$ cat src/rtl/scmp_bus_ctl.sv
`default_nettype none
// +--------------------------------------------------------------------------+
// | scmp_bus_ctl : SC/MP bus-cycle sequencer and BREQ/ENIN/ENOUT arbiter.     |
// | Optional macro SCMP_BUS_ARB_EN enables the ARB state and daisy chain.     |
// | Revision: 1.0                                                             |
// +--------------------------------------------------------------------------+
module scmp_bus_ctl #(
    parameter int ADS_CYC  = 1,
    parameter int DATA_CYC = 2
) (
    input  logic clk,
    input  logic rst_n,
    input  logic cyc_req,
    input  logic cyc_wr,
    output logic stall,
    output logic cyc_done,
    output logic rd_strobe,
    input  logic nhold,
    input  logic breq_i,
    input  logic enin,
    output logic breq_o,
    output logic enout,
    output logic ADS_n,
    output logic RD_n,
    output logic WR_n
);

    typedef enum logic [2:0] {
        IDLE = 3'd0,
        ARB  = 3'd1,
        ADDR = 3'd2,
        DATA = 3'd3,
        DONE = 3'd4
    } state_t;

    localparam logic [2:0] ADS_LOAD  = 3'(ADS_CYC - 1);
    localparam logic [2:0] DATA_LOAD = 3'(DATA_CYC - 1);

    state_t     state, state_nx;
    logic [2:0] cnt, cnt_nx;
    logic       wr_q, wr_nx;
    logic       grant;
    logic       own_nx;

`ifdef SCMP_BUS_ARB_EN
    logic breq_r;
    assign grant  = enin & ~breq_i;
    assign breq_o = breq_r;
`else
    logic unused_breq;
    assign unused_breq = breq_i;
    assign grant       = 1'b1;
    assign breq_o      = 1'b0;
`endif

    assign stall  = cyc_req & ~cyc_done;
    assign own_nx = (state_nx == ADDR) || (state_nx == DATA) || (state_nx == DONE);

    always_comb begin
        state_nx = state;
        cnt_nx   = cnt;
        wr_nx    = wr_q;
        case (state)
            IDLE: begin
                if (cyc_req) begin
                    wr_nx = cyc_wr;
`ifdef SCMP_BUS_ARB_EN
                    state_nx = ARB;
`else
                    state_nx = ADDR;
                    cnt_nx   = ADS_LOAD;
`endif
                end
            end
            ARB: begin
                if (grant) begin
                    state_nx = ADDR;
                    cnt_nx   = ADS_LOAD;
                end
            end
            ADDR: begin
                if (cnt == 3'd0) begin
                    state_nx = DATA;
                    cnt_nx   = DATA_LOAD;
                end else begin
                    cnt_nx = cnt - 3'd1;
                end
            end
            DATA: begin
                // nhold only matters once the minimum strobe width has elapsed
                if (cnt != 3'd0) begin
                    cnt_nx = cnt - 3'd1;
                end else if (nhold) begin
                    state_nx = DONE;
                end
            end
            DONE:    state_nx = IDLE;
            default: state_nx = IDLE;
        endcase
    end

    // Pins are registered from the next state so they change on the same edge as the state.
    always_ff @(posedge clk) begin
        if (!rst_n) begin
            state     <= IDLE;
            cnt       <= 3'd0;
            wr_q      <= 1'b0;
            ADS_n     <= 1'b1;
            RD_n      <= 1'b1;
            WR_n      <= 1'b1;
            cyc_done  <= 1'b0;
            rd_strobe <= 1'b0;
            enout     <= 1'b0;
`ifdef SCMP_BUS_ARB_EN
            breq_r    <= 1'b0;
`endif
        end else begin
            state     <= state_nx;
            cnt       <= cnt_nx;
            wr_q      <= wr_nx;
            ADS_n     <= (state_nx != ADDR);
            RD_n      <= !((state_nx == DATA) && !wr_nx);
            WR_n      <= !((state_nx == DATA) && wr_nx);
            cyc_done  <= (state_nx == DONE);
            rd_strobe <= (state_nx == DONE) && !wr_nx;
`ifdef SCMP_BUS_ARB_EN
            breq_r    <= own_nx;
            enout     <= own_nx ? 1'b0 : enin;
`else
            enout     <= enin;
`endif
        end
    end

endmodule
`default_nettype wire
$ cat config.mk
export PLATFORM = sky130hd
export DESIGN_NAME = scmp_bus_ctl
export DESIGN_NICKNAME = d
export VERILOG_FILES = /design/src/rtl/scmp_bus_ctl.sv
export SDC_FILE = /design/constraint.sdc
export NUM_CORES = 1
export LEC_CHECK = 0
export CAP_MARGIN = 20
export CELL_PAD_IN_SITES_DETAIL_PLACEMENT = 0
export CELL_PAD_IN_SITES_GLOBAL_PLACEMENT = 1
export CORE_MARGIN = 5
export CORE_UTILIZATION = 45
export CTS_CLUSTER_DIAMETER = 60
export CTS_CLUSTER_SIZE = 10
export DETAILED_ROUTE_END_ITERATION = 6
export DONT_BUFFER_PORTS = 1
export PLACE_DENSITY = 0.78
export SKIP_LAST_GASP = 1
export SLEW_MARGIN = 10
export SYNTH_ARGS = -nofsm -noshare
export SYNTH_HDL_FRONTEND = slang
export SYNTH_SLANG_ARGS = --single-unit
$ cat constraint.sdc
create_clock -name clk -period 4.7 [get_ports clk]
set_clock_uncertainty 0.2 [all_clocks]
set_input_delay 1.41 -clock clk [delete_from_list [all_inputs] [get_ports clk]]
set_output_delay 1.41 -clock clk [all_outputs]
set_load 0.005 [all_outputs]
Word-level counts from Yosys, hierarchy flattened

Index checks and enable logic that the tools add are counted.

Add/subtract/negate cells: 1
Equal/unequal tests: 8
Multiplexer cells: 11
Bitwise operators: 2
Reduce and logical (&&, ||, !) cells: 11

Operators with widths:

| cell                                                  | count |
|---|---|
| one-hot mux 3 bit (4 select lines)                    | 2 |
| two-way mux 3 bit                                     | 7 |
| equality test 3 x 2 -> 1 bit, second input constant   | 3 |
| zero test 3 bit                                       | 2 |
| inequality test 2 bit, second input constant          | 2 |
| nonzero test 4 bit                                    | 1 |
| equality test 3 x 1 -> 1 bit, second input constant   | 1 |
| equality test 3 bit, second input constant            | 1 |
| logical AND 1 bit                                     | 3 |
| zero test 1 bit                                       | 3 |
| inequality test 3 x 2 -> 1 bit, second input constant | 1 |
| AND reduction 3 bit                                   | 1 |
| nonzero test 3 bit                                    | 1 |
| subtractor 3 x 1 -> 3 bit, second input constant      | 1 |
| two-way mux 1 bit                                     | 2 |
| AND 1 bit                                             | 1 |
| NOT 1 bit                                             | 1 |

Register bits: 13
Input port bits: 7
Output and inout port bits: 8
Word-level logic and storage cells: 42

Depth between registers and ports, before layout

Gate-level depths: netlist of run 1.

Word-level depth: 6
Depth in mapped cells: 5
Depth with buffers taken out: 5

Least setup slack after synthesis of run 1

Ideal clock, no wire load.

Kind: input-to-output
Start: input port cyc_req
End: output port stall
Data arrival time: 1.541 ns
Data required time: 3.090 ns
Path slack: 1.549 ns
Stages: 1
Buffers on the path: 0
Cells stage by stage: nor2b_1

Cells in the longest elaborated chain, start to end: 1

Ends and longest elaborated chain:

| item            | line | source |
|---|---|---|
| start, declared | 13   | `input logic cyc_req,` |
| AND 1 bit       | 56   | `assign stall = cyc_req & ~cyc_done;` |
| end, declared   | 15   | `output logic stall,` |

No other way between the ends.

Final worst setup path of run 1

Same ends and word-level chain as after synthesis.

==> results of run 1 <==
layout make-up:
type                       instances  area share, %
sequential                        13           42.1
tap                               15           3.04
multi-input combinational         38           47.0
inverter                           6           3.64
clock buffer                       4           4.25
worst paths after layout:
path | startpoint | end | slack, ps | depth (start not counted)
hold / removal | cnt[0]$_SDFFE_PN0P_ | cnt[0]$_SDFFE_PN0P_ | 260 | 2
setup reg to reg | cnt[0]$_SDFFE_PN0P_ | RD_n$_SDFF_PN1_ | 3000 | 5
hold reg to reg | cnt[0]$_SDFFE_PN0P_ | cnt[0]$_SDFFE_PN0P_ | 260 | 2
setup / recovery | cyc_req | stall | 1540 | 1
cells in the mapped netlist (all sizes together), types with 2 or more instances:
library cell and count:
dfxtp 13, inv 6, buf 3, a211oi 2, and2 2, and4 2
ha 2, mux2i 2, nand2 2, nand2b 2, nand3 2, nor2 2
o21bai 2
kinds of logic after synthesis:
family	after synthesis
AO/OA/AOI/OAI	11
adder cells (fa/ha/maj)	2
buffers and inverters	9
flip-flops	13
multiplexers	2
other	1
AND/OR/NAND/NOR	22
state kept, by name (all words and copies together), names as in the netlist:
register	count
wr_q	1
rd_strobe	1
cyc_done	1
enout	1
RD_n	1
WR_n	1
state	3
cnt	3
ADS_n	1
routing by layer:
layer	GRT usage [%]	routed length [µm]	vias to the layer above	part of all wire (%)
met5	0	0	-	0
met4	3.41	8	0	0.76
met3	5.47	97	2	9.2
met2	13.5	456	14	43
met1	14.3	489	185	47
li1	-	-	216	-
stage by stage:
stage               area, µm²  setup slack, ps  utilization, %  cells
finish                    618             1540            48.1     76
global route              618             1530            48.1     76
CTS                       618             1530            48.1     76
detailed placement        592             1530            46.1     72
global placement          592             1530            46.1     72
floorplan                 599             1550               -     60
where the power goes:
part           internal (µW)  switching, µW  leakage [µW]
Combinational           19.2           19.4      0.000116
Clock                   32.9           34.2     0.0000150
Sequential               118           8.59      0.000107
==> flow_summary.toml, run 1 <==
[outcome]
status = "completed"

[detailed_routing]
drcViolationCount = 0
avgViaCountPerCell = 5.49
drt-initial-drc-count = 3
dr_total_vias = 417
post_drt_wl_per_cell_um = 13.8
drtAntennaViolNets = 0
wirelength_mm = 1.05
firstDrtPassIters = 4

[clock_network]
ctsHoldBuffers = 0
htreeDepth = 1
clk_latency_ps = 270
cts_num_sinks = 13
cts.path.max_buffers = 2
clk_pin_slew_ps = 70
post_cts_resized = 0
postCtsSetupRepairBufs = 0
cts_tree = "done"
cts_made_buffers = 3
cts-root-buf = "clkbuf_4"

[die]
dieHeight_um = 46.5
die_area_mm2 = 0.00216
core_area_mm2 = 0.00128
start_util_pct = 46.6
die_w_um = 46.5
rows = 13
ioPinCount = 15

[cells_and_area]
layout.nets = 71
final_common_cell = "dfxtp_1"
area_delta_synth_final_pct = 3.13
final.fill_count = 124
layout_common_cells = "dfxtp_1, inv_1, clkbuf_4"
multi_input_area_um2 = 290
ff_latch_area_um2 = 260
layout-drive-gt1-share_pct = 9.84
n_antenna_cell = 0

[setup_path]
setup.worst_path.class = "input pin to primary output"
critPathLaunchType = "input pin"
arrival_ps = 1550
critPathRequiredTime_ps = 3090
cp-end-kind = "primary output"
max_stage_delay_ps = 140
cp_max_fo = 5
cp_slowest_cell = "nor2b_1"
path_buf_inv = 0
crit_family = "simple AND/OR/NAND/NOR gates"
worstPathCellList = "nor2b_1"

[power_and_ir_drop]
p_leak_uw = 0.000238
power_density_mw_per_mm2 = 376
power_uw = 233
peakVddDrop_uv = 201

[grt]
grt_pass1_wl_mm = 1.52
grt_pass1_vias = 348
grt_max_degree = 14
grt_usage_pct = 10.3
antenna_found_initial = 0
overflow = 0

[yosys]
synthCells = 60
ys_seq_area_share_pct = 43.4
synth-xor-area-share_pct = 0
syn_area_per_cell_um2 = 9.99
synth_compound_area_share_pct = 15.4
synth-seq-cells = 13
yosys.area.top_type = "dfxtp_1"
synthTopCellsByArea = "dfxtp_1, ha_1, inv_1"
yosys_warnings = 0
synth.distinct_cells = 33
synth_edf_count = 0
syn_nets = 69
synthMuxAreaShare_pct = 3.34
synthSimpleGateAreaFrac_pct = 24.8
synth_top_area_share_pct = 43.4
async_reset_ff_share_pct = 0
syn_area_um2 = 599
ys.flop_type = "dfxtp_1"
synthAdderAreaFrac_pct = 4.18
synth_top_family_by_area = "simple AND/OR/NAND/NOR gates"

[sta]
rsz0062_at_grt = "false"
hold_viol_final = 0
min_period_ps = 3160
finalSetupTns_ps = 0
slew_viol_final = 0
finalSetupViolCount = 0
hold_slack_ps = 258
timing.final.crit_share_pct = 67.3
max_freq_ghz = 0.316

[flow_run]
drv_cap = 0

[place]
gp_congestion = 0.744
port_buffers = 0
dp_hpwl_um = 765

[min_path]
hold_class = "flop to flop"
Power figures use the tool's default switching activity.
==> run 2: changes to the inputs <==
--- a/config.mk
+++ b/config.mk
@@ -9,12 +9,12 @@
 export CELL_PAD_IN_SITES_DETAIL_PLACEMENT = 0
 export CELL_PAD_IN_SITES_GLOBAL_PLACEMENT = 1
 export CORE_MARGIN = 5
-export CORE_UTILIZATION = 45
+export CORE_UTILIZATION = 43
 export CTS_CLUSTER_DIAMETER = 60
 export CTS_CLUSTER_SIZE = 10
 export DETAILED_ROUTE_END_ITERATION = 6
 export DONT_BUFFER_PORTS = 1
-export PLACE_DENSITY = 0.78
+export PLACE_DENSITY = 0.75
 export SKIP_LAST_GASP = 1
 export SLEW_MARGIN = 10
 export SYNTH_ARGS = -nofsm -noshare
==> constraint.sdc (replaced) <==
create_clock -name clk -period 3 [get_ports clk]
set_clock_uncertainty 0.2 [all_clocks]
set_input_delay 0.9 -clock clk [delete_from_list [all_inputs] [get_ports clk]]
set_output_delay 0.9 -clock clk [all_outputs]
set_load 0.005 [all_outputs]
==> run 2 against run 1 <==
Global-route usage grew 0.49 points. Sequential cell count unchanged. Final cell count is the same. Sequential share of layout area unchanged. Highest routed layer unchanged. Clock power grew 56%. Sequential power increased by 57%. Routed wire length is 5.2% higher. Die area is 3.6% higher. Count of clock-buffer cells in the layout stayed put. First-iteration DRC count is 100% higher. Cell area is the same. Worst setup slack worse by 680 ps.
==> flow_summary.toml, run 2 (same netlist as run 1, synthesis figures left out) <==
[setup_path]
critPathLaunchType = "input pin"
cp_slowest_cell = "nor2b_1"
cp-end-kind = "primary output"
path_buf_inv = 0
max_stage_delay_ps = 140
setup.worst_path.class = "input pin to primary output"
crit_family = "simple AND/OR/NAND/NOR gates"
ff2ff_setup_slack_ps = 1270
cp_max_fo = 5
worstPathCellList = "nor2b_1"
arrival_ps = 1040
critPathRequiredTime_ps = 1900

[sta]
slew_viol_final = 0
rsz0062_at_grt = "false"
finalSetupViolCount = 0
min_period_ps = 2140
hold_viol_final = 0
finalSetupTns_ps = 0
max_freq_ghz = 0.467
timing.final.crit_share_pct = 71.3

[cells_and_area]
final_common_cell = "dfxtp_1"
area_delta_synth_final_pct = 3.13
layout-drive-gt1-share_pct = 9.84
final_cell_area_um2 = 618
final.fill_count = 126
postLayoutCoreUtil_pct = 46.9
layout_common_cells = "dfxtp_1, inv_1, clkbuf_4"
layout.nets = 71
reg.largest.list = "cnt (3), state (3)"
n_antenna_cell = 0
stdcell_count = 76

[grt]
met2_usage_pct = 12.6
grt_pass1_wl_mm = 1.60
grt_usage_pct = 10.8
grt_pass1_vias = 364
overflow = 0
grt-busiest-layer = "met1"
grtUsageMet3_pct = 5.36
grt_max_degree = 14
antenna_found_initial = 0
grt_util_met1_pct = 15.3

[min_path]
hold_class = "flop to flop"

[power_and_ir_drop]
peakVddDrop_uv = 227
p_leak_uw = 0.000238
power_density_mw_per_mm2 = 590

[detailed_routing]
drcViolationCount = 0
drtAntennaViolNets = 0
post_drt_wl_per_cell_um = 14.6
drt-initial-drc-count = 6
avgViaCountPerCell = 5.34
wirelength_mm = 1.11
firstDrtPassIters = 3
dr_total_vias = 406

[clock_network]
ctsHoldBuffers = 0
postCtsSetupRepairBufs = 0
post_cts_resized = 0
clk_pin_slew_ps = 80
clk_latency_ps = 270
cts.path.max_buffers = 2
cts_num_sinks = 13
cts_made_buffers = 3
cts_tree = "done"
cts-root-buf = "clkbuf_4"
htreeDepth = 1

[die]
die_area_mm2 = 0.00224
die_w_um = 47.3
rows = 13
start_util_pct = 45.5
ioPinCount = 15
dieHeight_um = 47.3
core_area_mm2 = 0.00132

[place]
dp.cells = 72
dp_hpwl_um = 779
gp_congestion = 0.739
placed_area_um2 = 592
port_buffers = 0

[flow_run]
drv_cap = 0

[outcome]
status = "completed"
run 2: cell counts in the layout (fill, tap and decap cells not counted):
No cell type changed its count.
run 2: layer usage:
metal,vias up,part of all wire (%),wire (µm)
met1,183,52,575
met3,2,5.9,65
met5,-,0,0
met4,0,0.90,10
li1,213,-,-
met2,8,41,454
run 2: worst paths after layout:
| path | depth (start not counted) | start | endpoint |
|---|---|---|---|
| max | 1 | cyc_req | stall |
| min | 2 | cnt[0]$_SDFFE_PN0P_ | cnt[0]$_SDFFE_PN0P_ |
| max reg2reg | 5 | cnt[0]$_SDFFE_PN0P_ | WR_n$_SDFF_PN1_ |
| min reg2reg | 2 | cnt[0]$_SDFFE_PN0P_ | cnt[0]$_SDFFE_PN0P_ |
run 2: power breakdown:
part	internal [µW]	total (µW)	switching, µW
Combinational	30.0	60.7	30.7
Sequential	185	199	14.2
Clock	51.4	105	53.3
Total	267	365	98.2
run 2: metrics by stage:
step	worst slack [ps]	hold WS, ps	power (µW)
6_report	860	272	365
5_1_grt	806	286	389
4_1_cts	854	272	370
3_5_place_dp	854	258	264
3_3_place_gp	850	245	263
2_1_floorplan	869	235	257
run 2: cell type report:
cell class | instances | area (µm²) | area share, %
Clock buffer | 4 | 26.3 | 4.25
Tap cell | 15 | 18.8 | 3.04
Multi-Input combinational cell | 38 | 290 | 47.0
Sequential cell | 13 | 260 | 42.1
Inverter | 6 | 22.5 | 3.64
